[config.mk]
export PLATFORM = sky130hd
export DESIGN_NAME = ext_unit_flat
export DESIGN_NICKNAME = d
export VERILOG_FILES = /design/src/rtl/ext_unit_if.sv /design/src/rtl/ext_unit.sv /design/src/flat_wrapper.sv
export SDC_FILE = /design/constraint.sdc
export NUM_CORES = 1
export LEC_CHECK = 0
export CAP_MARGIN = 20
export CORE_MARGIN = 5
export CORE_UTILIZATION = 42
export DETAILED_ROUTE_END_ITERATION = 10
export PLACE_DENSITY = 0.86
export SYNTH_ARGS = -nofsm -noshare
export SYNTH_HDL_FRONTEND = slang
export SYNTH_SLANG_ARGS = --single-unit
export TNS_END_PERCENT = 30
[constraint.sdc]
create_clock -name clk -period 1.67 [get_ports clk]
set_input_delay 0.334 -clock clk [delete_from_list [all_inputs] [get_ports clk]]
set_output_delay 0.334 -clock clk [all_outputs]
set_load 0.02 [all_outputs]
[src/rtl/ext_unit_if.sv]
// Immediate-extender bus: raw immediate and mode in, combinational and
// registered extension results out.
interface ext_unit_if #(
  parameter int IMM_W = 16,
  parameter int OUT_W = 32
);
  logic [IMM_W-1:0] imm;
  logic [1:0]       Eop;
  logic             in_valid;
  logic             stall;
  logic [OUT_W-1:0] ext;
  logic [OUT_W-1:0] ext_q;
  logic             out_valid;

  modport master (
    output imm, Eop, in_valid, stall,
    input  ext, ext_q, out_valid
  );

  modport slave (
    input  imm, Eop, in_valid, stall,
    output ext, ext_q, out_valid
  );
endinterface

[src/rtl/ext_unit.sv]
// Immediate extender for the MIPS datapath. Produces a same-cycle
// combinational result and a stall-aware, valid-qualified registered copy.
module ext_unit #(
  parameter int IMM_W = 16,
  parameter int OUT_W = 32
) (
  input logic       clk,
  input logic       rst_n,
  ext_unit_if.slave bus
);

  logic [OUT_W-1:0] ext_c;
  logic [OUT_W-1:0] ext_r;
  logic             valid_r;
  logic             s;

  assign s = bus.imm[IMM_W-1];

  // Mode decode: 00 zero-ext, 01 sign-ext, 10 load-upper, 11 branch offset.
  always_comb begin
    ext_c = '0;
    unique case (bus.Eop)
      2'b00:   ext_c = {16'h0000, bus.imm};
      2'b01:   ext_c = {{16{s}}, bus.imm};
      2'b10:   ext_c = {bus.imm, 16'h0000};
      default: ext_c = {{14{s}}, bus.imm, 2'b00};
    endcase
  end

  // Output register: stall freezes everything, otherwise capture on in_valid
  // and drop valid when nothing new arrives (data is kept for inspection).
  always_ff @(posedge clk or negedge rst_n) begin
    if (!rst_n) begin
      ext_r   <= '0;
      valid_r <= 1'b0;
    end else if (!bus.stall) begin
      valid_r <= bus.in_valid;
      if (bus.in_valid) ext_r <= ext_c;
    end
  end

  assign bus.ext       = ext_c;
  assign bus.ext_q     = ext_r;
  assign bus.out_valid = valid_r;

endmodule

[src/flat_wrapper.sv]
// flat-port wrapper written by rule: the top's interface ports become plain ports
module ext_unit_flat 
#(
  parameter int IMM_W = 16,
  parameter int OUT_W = 32
)
  (clk, rst_n, bus_imm, bus_Eop, bus_in_valid, bus_stall, bus_ext, bus_ext_q, bus_out_valid);
  ext_unit_if #(.IMM_W(IMM_W), .OUT_W(OUT_W)) bus_i ();
  input logic clk;
  input logic rst_n;
  input wire logic [$bits(bus_i.imm)-1:0] bus_imm;
  input wire logic [$bits(bus_i.Eop)-1:0] bus_Eop;
  input wire logic [$bits(bus_i.in_valid)-1:0] bus_in_valid;
  input wire logic [$bits(bus_i.stall)-1:0] bus_stall;
  output wire logic [$bits(bus_i.ext)-1:0] bus_ext;
  output wire logic [$bits(bus_i.ext_q)-1:0] bus_ext_q;
  output wire logic [$bits(bus_i.out_valid)-1:0] bus_out_valid;
  assign bus_i.imm = bus_imm;
  assign bus_i.Eop = bus_Eop;
  assign bus_i.in_valid = bus_in_valid;
  assign bus_i.stall = bus_stall;
  assign bus_ext = bus_i.ext;
  assign bus_ext_q = bus_i.ext_q;
  assign bus_out_valid = bus_i.out_valid;
  ext_unit #(.IMM_W(IMM_W), .OUT_W(OUT_W)) u_core (.clk(clk), .rst_n(rst_n), .bus(bus_i));
endmodule
=== Word-level counts from Yosys, hierarchy flattened ===
Index checks and enable logic that the tools add are counted.
W data, S select, Z words.

* Bits in registers: 33
* Logic and storage cells: 8
* Input port bits: 22
* Output and inout port bits: 65

* Equality and inequality tests: 2
* Reduce and logical (&&, ||, !) cells: 2
* Multiplexer cells: 1
* Bitwise logic cells: 1

{| class="wikitable"
|+ Operator list
! operator !! count
|-
| $pmux W32 S3 || 1
|-
| $eq A2 B1 Y1 const B || 1
|-
| $eq A2 B2 Y1 const B || 1
|-
| $logic_not A2 Y1 || 1
|-
| $reduce_and A2 Y1 || 1
|-
| $not A1 Y1 || 1
|}

=== Logic depth before layout (Yosys ltp) ===
* Depth in word-level cells: 2
* Mapped depth: 5
* Gate-level depth less buffers: 3

=== Worst setup path after synthesis ===
No wires, ideal clock.

* Path kind: input port to flip-flop
* Start: input port bus_Eop[1]
* End: register u_core.ext_r[13] (netlist: u_core.bus.ext_q[13])
* Stages: 3
* Path slack: 0.310 ns
* Required time: 1.602 ns
* Arrival time: 1.292 ns
* Setup time: 0.068 ns
* Buffers on the path: 1
* Cell sequence: buf_2 o21ai_0 mux2_2

* Word-level cells in the longest chain between the ends: 2
* Elaborated cells on any way between the ends: 4
* Those cells by class: eq/ne: 2; mux: 1; reduce/logical: 1

{| class="wikitable"
|+ RTL lines
! item !! line !! RTL
|-
| start, declared || flat_wrapper.sv:12 || <nowiki>input wire logic [$bits(bus_i.Eop)-1:0] bus_Eop;</nowiki>
|-
| $eq A2 B2 Y1 (tied with other cells) || ext_unit.sv:22 || <nowiki>unique case (bus.Eop)</nowiki>
|-
| $pmux W32 S3 * || ext_unit.sv:22 ||
|-
| net bus_ext[13] || flat_wrapper.sv:15 || <nowiki>output wire logic [$bits(bus_i.ext)-1:0] bus_ext;</nowiki>
|-
| end signal, assigned || ext_unit.sv:38 || <nowiki>if (bus.in_valid) ext_r <= ext_c;</nowiki>
|-
| end, declared || ext_unit.sv:13 || <nowiki>logic [OUT_W-1:0] ext_r;</nowiki>
|}

The timed path passes the listed nets; every way through them passes the cells marked *.
A chain may end at the register's enable or synchronous reset.

=== Worst setup path in the final report ===
* Start: input port bus_imm[1]
* End: output port bus_ext[1]

* Word-level cells in the longest chain between the ends: 1

{| class="wikitable"
|+ RTL lines
! item !! line !! RTL
|-
| start, declared || flat_wrapper.sv:11 || <nowiki>input wire logic [$bits(bus_i.imm)-1:0] bus_imm;</nowiki>
|-
| $pmux W32 S3 || ext_unit.sv:22 ||
|-
| end, declared || flat_wrapper.sv:15 ||
|}

No other way between the ends.

==> summary.md <==
| Metric | Value |
|---|---|
| Status | `finished, final reports clean` |
| Clock Pin Slew Worst Setup and Hold Paths | `about 0.060 ns` |
| H-tree depth reported by CTS | `2` |
| Fin. Hold Viols | `0` |
| CP Data Required Time | `1.34 ns` |
| I/O pin total | `87` |
| FP Rows | `22` |
| Inserted Clock Buffers | `5` |
| Hold Buf Count CTS | `0` |
| Period utilisation layout | `0.9844` |
| EDFF count, synth | `0` |
| Top post-synthesis cells by area | `dfrtp_1, mux2_2, a2bb2oi_1` |
| Clock sinks | `33` |
| Area leader, netlist | `dfrtp_1` |
| Placement Setup Slack | `-0.6805 ns` |
| Syn-to-layout area delta | `67.44%` |
| Critical setup path kind | `input port to primary output` |
| IO Port Bufs | `86` |
| Yosys reg bits | `33` |
| Post-synth cell types | `18` |
| First-pass GRT wire length | `between 8 and 9 mm` |
| Grt total ovfl | `0` |
| Setup TNS | `0 ns` |
| CP cell instances | `clkdlybuf4s50_1 > nor2b_4 > clkdlybuf4s15_2` |
| Detailed Place HPWL | `3.766 mm` |
| Pwr dens | `roughly 900 nW/um2` |
| RSZ-0062 raised after global routing | `true` |
| DRT iter0 DRCs | `98` |
| Core ar. | `approximately 3700 um2` |
| Post-Syn Area per Cell | `between 10 and 15 um2` |
| Initial Util | `0.4376` |
| Share of layout cells above drive strength 1 | `0.3707` |
| DRC | `0` |
| Critical Path Max Stage Delay | `between 0.5 and 0.6 ns` |
| Initial antenna violation count | `0` |
| Number of diodes | `0` |
| Critical-path top delay cell | `clkdlybuf4s50_1` |
| Synth top area share | `0.5116` |
| Crit path time final | `1.644 ns` |
| Post-CTS Setup Inserts | `0` |
| CTS max path bufs | `2` |
| Hold crit path type | `input port to asynchronous set/reset pin` |
| Count leader, synth | `dfrtp_1` |
| Wirelength per Cell | `15.98 um` |
| Slew headroom | `0.7157` |
| Final Max Slew Viols | `0` |
| Fmax | `0.6083 GHz` |
| Syn Nets | `180` |
| Via-to-Cell Ratio | `roughly 4.9` |
| Post-DRT Antenna Nets | `0` |
| Vias post-DR | `approximately 1500` |
| CTS tree | `built` |
| Die W | `71.99 um` |
| Die area | `approximately 5200 um2` |
| Least-Margin Pin Slew | `between 0.4 and 0.5 ns` |
| Total of max-cap violations | `0` |
| Placed cells | `299` |
| VDD IR-drop max | `0.0007027 V` |
| Synth cell count leaders | `dfrtp_1, inv_1, mux2_2` |
| Synthesized instance count | `roughly 160` |
| Syn. warnings | `0` |
| Setup crit end kind | `primary output` |
| Cell area after technology mapping | `between 1500 and 2000 um2` |
| Finished Layout Cells | `approximately 310` |
| Worst path top cell family by delay | `buffers and inverters` |
| Final setup vio count | `0` |
| Vias in the first global route | `between 1500 and 2000` |
| Asr flop ratio synth | `1.000` |
| Static Leak | `between 1 and 1.5 nW` |
| Clk_lat worst skew | `around 0.27 ns` |
| Final setup margin | `approximately 0.026 ns` |
| CP Launch Type | `input port` |
| Die Height | `around 72 um` |
| CP arrival | `about 1.3 ns` |
| Router iterations before antenna repair | `4` |
| Final Core Density | `0.7327` |
| Worst Clk Skew | `0 ns` |
| Tot GR Track Use | `0.2022` |
| Top FF cell, synth | `dfrtp_1` |
| Largest net degree at the start of global routing | `34` |
| Final WL | `4.906 mm` |
| RD Place Congestion | `0.8316` |
| Root Buffer | `clkbuf_8` |
| Final #Nets | `280` |
| Sum of buffers and inverters on the critical path | `2` |
| Sequential fraction of the synthesis area | `0.5116` |
| Crit path max fanout | `3` |
==> stage by stage <==
stage          hold WS (ns)  area (um2)  power, mW
2_1_floorplan       0.03841        1614      1.413
3_3_place_gp         0.4612        2653      1.907
3_5_place_dp         0.4741        2653      1.931
4_1_cts              0.4642        2686      2.467
5_1_grt              0.4889        2703      2.582
6_report             0.4487        2703      2.447
==> area by class of cell <==
type,count,area [um2]
inverter,27,101.3
tap,48,60.06
clock buffer,6,72.57
sequential,33,825.8
fill,292,985.9
multi-input combinational,87,748.2
timing repair buffer,104,884.6
clock inverter,2,10.01
==> cell families (layout without fill, tap and decap cells) <==
| group | count (synthesis) | in the layout | share of synthesized area |
|---|---|---|---|
| flops | 33 | 33 | 0.5116 |
| mux | 20 | 20 | 0.1388 |
| compound gates | 43 | 43 | 0.1853 |
| simple gates | 24 | 24 | 0.06590 |
| buf+inv | 38 | 139 | 0.09845 |
==> sequential cells by signal, indices dropped and copies added (netlist names) <==
name and flops:
u_core.bus.ext_q 32, u_core.bus.out_valid 1
==> cells in the final DEF (no fill, tap or decap), drive strengths merged <==
cell | netlist | layout
a21o | 14 | 14
nand2 | 15 | 15
dlygate4sd2 | 0 | 10
buf | 8 | 47
mux2i | 1 | 1
inv | 27 | 27
clkdlybuf4s15 | 0 | 3
clkinv | 0 | 2
a21oi | 2 | 2
nor2 | 2 | 2
mux2 | 19 | 19
dfrtp | 33 | 33
clkdlybuf4s50 | 0 | 39
o21ai | 14 | 14
clkbuf | 3 | 8
nor2b | 3 | 3
nand2b | 1 | 1
dlymetal6s2s | 0 | 3
a2bb2oi | 13 | 13
nand3 | 1 | 1
and2 | 2 | 2
==> metal layers <==
layer,part of all wire,vias to the layer above,global-route usage
met5,0,-,0
met4,0.020,0,0.06681
met3,0.056,8,0.04294
met2,0.52,53,0.3571
met1,0.41,730,0.2447
li1,-,724,-
==> worst paths after layout <==
kind / end / slack (ns) / cells after the start / startpoint
max in group asynchronous: u_core.bus.ext_q[24]$_DFFE_PN0P_ / 0.90 / 2 / rst_n
min in group clk: u_core.bus.ext_q[4]$_DFFE_PN0P_ / 0.49 / 2 / u_core.bus.ext_q[4]$_DFFE_PN0P_
worst max register to register: u_core.bus.ext_q[22]$_DFFE_PN0P_ / 0.89 / 1 / u_core.bus.ext_q[22]$_DFFE_PN0P_
worst min-delay path: u_core.bus.ext_q[28]$_DFFE_PN0P_ / 0.45 / 2 / rst_n
worst max-delay path: bus_ext[1] / 0.03 / 3 / bus_imm[1]
worst min register to register: u_core.bus.ext_q[4]$_DFFE_PN0P_ / 0.49 / 2 / u_core.bus.ext_q[4]$_DFFE_PN0P_
==> power breakdown <==
part / switching (mW) / internal [mW]
clock network: 0.270 / 0.288
registers: 0.0585 / 0.914
logic: 0.473 / 0.443
==> repair_timing <==
action	in CTS	in global routing
gates resized for setup	158	11
endpoints found under the setup margin	32	18
hold endpoints to repair	0	0
pin swaps	1	0
Power figures use the tool's default switching activity.
